File: config.mk
export PLATFORM = sky130hd
export DESIGN_NAME = risc16_control_fsm
export DESIGN_NICKNAME = d
export VERILOG_FILES = /design/src/rtl/risc16_control_fsm.sv
export SDC_FILE = /design/constraint.sdc
export NUM_CORES = 1
export LEC_CHECK = 0
export CORE_MARGIN = 5
export CORE_UTILIZATION = 45
export CTS_BUF_LIST = sky130_fd_sc_hd__clkbuf_4 sky130_fd_sc_hd__clkbuf_8
export DETAILED_ROUTE_END_ITERATION = 7
export PLACE_DENSITY = 0.77
export SYNTH_ARGS = -nofsm -noshare
export SYNTH_HDL_FRONTEND = slang
export SYNTH_SLANG_ARGS = --single-unit
export TNS_END_PERCENT = 10
File: constraint.sdc
create_clock -name clk -period 3.6 [get_ports clk]
set_clock_uncertainty 0.15 [all_clocks]
set_input_delay 0.72 -clock clk [delete_from_list [all_inputs] [get_ports clk]]
set_output_delay 0.72 -clock clk [all_outputs]
set_load 0.005 [all_outputs]
File: src/rtl/risc16_control_fsm.sv
// Multi-cycle control FSM for the RISC-16 core: FETCH/DECODE/EXEC/MEM/WB sequencing and strobes.
// Build option: define ILLEGAL_TRAP_EN to trap opcode E into FAULT; otherwise E behaves as NOP.
module risc16_control_fsm #(
  parameter int MEM_TIMEOUT = 15
) (
  input  logic       clk,
  input  logic       reset,
  input  logic       run,
  input  logic [3:0] opcode,
  input  logic       zero_flag,
  input  logic       dmem_ready,
  output logic       ir_load,
  output logic       pc_inc,
  output logic       pc_load,
  output logic [2:0] alu_op,
  output logic       rf_we,
  output logic [1:0] rf_wsel,
  output logic       dmem_re,
  output logic       dmem_we,
  output logic       busy,
  output logic       halted,
  output logic       fault,
  output logic [2:0] state_o
);

  typedef enum logic [2:0] {
    S_IDLE   = 3'd0,
    S_FETCH  = 3'd1,
    S_DECODE = 3'd2,
    S_EXEC   = 3'd3,
    S_MEM    = 3'd4,
    S_WB     = 3'd5,
    S_HALT   = 3'd6,
    S_FAULT  = 3'd7
  } state_t;

  localparam logic [3:0] OP_NOP = 4'h0;
  localparam logic [3:0] OP_LDI = 4'h1;
  localparam logic [3:0] OP_LD  = 4'h2;
  localparam logic [3:0] OP_ST  = 4'h3;
  localparam logic [3:0] OP_ADD = 4'h4;
  localparam logic [3:0] OP_MOV = 4'hA;
  localparam logic [3:0] OP_JMP = 4'hB;
  localparam logic [3:0] OP_JZ  = 4'hC;
  localparam logic [3:0] OP_JNZ = 4'hD;
  localparam logic [3:0] OP_ILL = 4'hE;
  localparam logic [3:0] OP_HLT = 4'hF;

  localparam logic [7:0] TIMEOUT = 8'(MEM_TIMEOUT);

  state_t     state_q, state_d;
  logic [7:0] wait_q, wait_d;
  logic       is_alu;
  state_t     eoi_state;

  assign is_alu    = (opcode >= OP_ADD) && (opcode <= OP_MOV);
  // run is only consulted at instruction boundaries.
  assign eoi_state = run ? S_FETCH : S_IDLE;

  always_ff @(posedge clk or posedge reset) begin
    if (reset) begin
      state_q <= S_IDLE;
      wait_q  <= 8'd0;
    end else begin
      state_q <= state_d;
      wait_q  <= wait_d;
    end
  end

  always_comb begin
    state_d = state_q;
    wait_d  = 8'd0;
    case (state_q)
      S_IDLE:   if (run) state_d = S_FETCH;
      S_FETCH:  state_d = S_DECODE;
      S_DECODE: begin
        if (opcode == OP_HLT) state_d = S_HALT;
`ifdef ILLEGAL_TRAP_EN
        else if (opcode == OP_ILL) state_d = S_FAULT;
`endif
        else state_d = S_EXEC;
      end
      S_EXEC: begin
        if ((opcode == OP_LD) || (opcode == OP_ST)) state_d = S_MEM;
        else if ((opcode == OP_LDI) || is_alu)      state_d = S_WB;
        else                                        state_d = eoi_state;
      end
      S_MEM: begin
        // The wait counter only lives while in MEM; it is cleared everywhere else.
        if (dmem_ready) state_d = (opcode == OP_LD) ? S_WB : eoi_state;
        else if (wait_q + 8'd1 == TIMEOUT) state_d = S_FAULT;
        else wait_d = wait_q + 8'd1;
      end
      S_WB:     state_d = eoi_state;
      S_HALT:   state_d = S_HALT;
      S_FAULT:  state_d = S_FAULT;
      default:  state_d = S_FAULT;
    endcase
  end

  always_comb begin
    ir_load = 1'b0;
    pc_inc  = 1'b0;
    pc_load = 1'b0;
    alu_op  = 3'd0;
    rf_we   = 1'b0;
    rf_wsel = 2'd0;
    dmem_re = 1'b0;
    dmem_we = 1'b0;
    case (state_q)
      S_FETCH: begin
        ir_load = 1'b1;
        pc_inc  = 1'b1;
      end
      S_EXEC: begin
        alu_op = is_alu ? 3'(opcode - OP_ADD) : 3'd0;
        case (opcode)
          OP_JMP:  pc_load = 1'b1;
          OP_JZ:   pc_load = zero_flag;
          OP_JNZ:  pc_load = ~zero_flag;
          default: pc_load = 1'b0;
        endcase
      end
      S_MEM: begin
        dmem_re = (opcode == OP_LD);
        dmem_we = (opcode == OP_ST);
      end
      S_WB: begin
        rf_we = 1'b1;
        if (opcode == OP_LDI)     rf_wsel = 2'd0;
        else if (opcode == OP_LD) rf_wsel = 2'd2;
        else                      rf_wsel = 2'd1;
      end
      default: ;
    endcase
  end

  assign busy    = (state_q != S_IDLE) && (state_q != S_HALT) && (state_q != S_FAULT);
  assign halted  = (state_q == S_HALT);
  assign fault   = (state_q == S_FAULT);
  assign state_o = state_q;

  logic unused_ok;
  assign unused_ok = ^{OP_NOP, OP_ILL};

endmodule

==> qor.txt <==
Wire per inst - 12.4 µm
Bufs and invs on worst path - 2
Syn Std Cell Area - 871 µm²
Initial Utilization - 45.8%
Area Overhead vs Synth - 31.3%
Initial antenna violation count - 0
Switching Fraction - 35.1%
Leakage - 0.000463 µW
Syn Area/Cell - 7.99 µm²
Flops & latches, synth - 11
Synth Flop Type - dfrtp_1
Comb power frac - 49.8%
Syn_nets - 120
Wirelength, routed - 1960 µm
Crit path cell chain - clkdlybuf4s50_1 > nor3_1 > nand2_1 > nor3_1 > clkdlybuf4s50_1
Final Cycle Share - 93.1%
Clock transition at path regs - 60 ps
Critical path peak fanout - 7
Worst path top cell family by delay - buffers and inverters
Fillers - 175
WP data required - 2730 ps
Core ar. - 1900 µm²
Max Cap Violations - 0
Largest net degree at the start of global routing - 16
H-tree depth - 1
Pre-antenna DRT Iters - 4
Peak supply drop - 0.294 mV
CP Capture Type - output port
Clock Latency Late Sink - 260 ps
Start of the worst register-to-register path - state_o[1]
Post-CTS Resized - 0
Arrival @ worst endpoint - 2480 ps
Vias in the first global route - 814
DR iter-0 viols - 17
Count leader, synth - nor2_1
YS warnings - 0
Worst hold-check path type - reg2reg
Port Buffers - 25
Worst path depth - 5
GR Util met3 - 1.66%
Clk root buf - clkbuf_4
Crit path kind - in2out
Ports - 26
Vias per cell - 5.20
Critical-path top delay cell - clkdlybuf4s50_1
Detailed Place HPWL - 1510 µm
Power per cell area - 496 nW/µm²
Grt ovf - 0
Critical path startpoint - opcode[0]
Slew headroom - 72.3%
GRT Util Overall - 14.7%
Clock Path Buffers - 2
Area contributors post-synth - dfrtp_1 (32%), nor2_1 (6.9%), xor2_1 (5.0%)
Post-layout min period - 3350 ps
Worst Tran Pin Value - 416 ps
Clock power share - 15.8%
Fin. max-slew vios - 0
Met2 usage - 26.6%
# rows - 16
Die Y - 54.0 µm
CP Launch Type - primary input
Switching power - 199 µW
Yosys cell types - 38
Vias - 822
Flop pwr share - 34.4%
Asr flop ratio synth - 100%
GPL Wtd Cong - 0.802
Min Hold Slack - 385 ps
Final core utilization - 60.1%
Final net count - 143
Syn Inst Count - 109
Share of the synthesized area in the top cell type - 31.6%
Setup Buffers After CTS - 0
Number of flops mapped to enable cells by yosys - 0
First-pass GRT wire length - 3170 µm
Clk sinks - 11
Drc violations - 0
Worst Reg-to-Reg Cells - 4
Internal Power - 368 µW
Post-CTS Hold Buffers - 0
F_max - 0.298 GHz
Setup Viol. Count Final - 0
Die ar. - 2910 µm²
CTS Buf Count - 3
CTS tree - built
Synth area leader - dfrtp_1
TNS Setup - 0 ps
Post-DRT Antenna Nets - 0
Final hold vios - 0
Worst path max stage delay - 530 ps
Status - finished clean
Fraction of layout cells with a size suffix above 1 - 9.92%
Antenna Cells - 0
Post-synthesis sequential area ratio - 31.6%
Top Usage Layer GRT - met2
Hold path start - wait_q[0]
RSZ-0062 raised after global routing - no
Top cell types by occurrence after synthesis - nor2_1 (16), dfrtp_1 (11), nand2_1 (10), o21ai_0 (7)
Die width - 54.0 µm
Met1 usage - 16.2%
Hold Crit Depth - 1
registers in the layout, indices dropped and copies added, names as in the netlist:
name / cells
wait_q: 8
state_o: 3
cell usage in the layout, fill, tap and decap left out, drive strengths merged:
cell type,instances
a211oi,2
a21oi,4
a22oi,1
a31o,1
a31oi,2
a32oi,1
and2,3
and2b,1
and3,6
and3b,1
buf,1
clkbuf,4
clkdlybuf4s50,25
dfrtp,11
ha,2
inv,3
mux2i,1
nand2,10
nand2b,3
nand3,4
nor2,16
nor2b,3
nor3,3
nor3b,1
nor4,1
nor4b,1
o21ai,7
o21ba,1
o22ai,1
o311a,1
or2,2
or3,1
or3b,1
xnor2,1
xor2,5
layout make-up:
class	instances	area, µm²	share of cell area (%)
multi-input cells	87	536	46.8
flip-flops and latches	11	275	24.1
repair buffers	26	258	22.5
well taps	27	33.8	2.95
clock buffers	4	30.0	2.63
inverters	3	11.3	0.985
cell families (layout without fill, tap and decap cells):
kind of cell             after synthesis  in the layout  share of synthesized area (%)
XOR/XNOR                               6              6                           6.03
multiplexers                           1              1                           1.15
flip-flops                            11             11                           31.6
AO/OA/AOI/OAI                         21             21                           17.2
AND/OR/NAND/NOR                       57             57                           34.2
buffers and inverters                 11             33                           6.90
adder cells (fa/ha/maj)                2              2                           2.87
power groups by stage:
stage	combinational [µW]	sequential, µW	clock, µW
after CTS	285	194	95.3
after global routing	309	201	99.0
final	282	195	89.7
after detailed placement	284	195	0
after floorplan	188	167	0
after global placement	282	194	0
path summary, 6_finish.rpt:
kind	end	slack, ps
min	wait_q[0]	390
max reg2reg	state_o[1]	1610
min reg2reg	wait_q[0]	390
min in group asynchronous	state_o[2]	590
max	rf_wsel[1]	250
max in group asynchronous	state_o[0]	2430
metrics by stage:
step	worst slack, ps	power (µW)	std cells	cell area (µm²)
floorplan	1220	355	109	871
global placement	280	476	154	1110
detailed placement	265	479	154	1110
CTS	243	574	158	1140
global route	114	608	158	1140
finish	250	567	158	1140
metal layers:
layer  vias to the layer above  share of wire (%)
met5                         -                  0
met2                        19                 51
li1                        417                  -
met1                       386                 45
met3                         0                4.4
met4                         0                  0
Power figures use the tool's default switching activity.
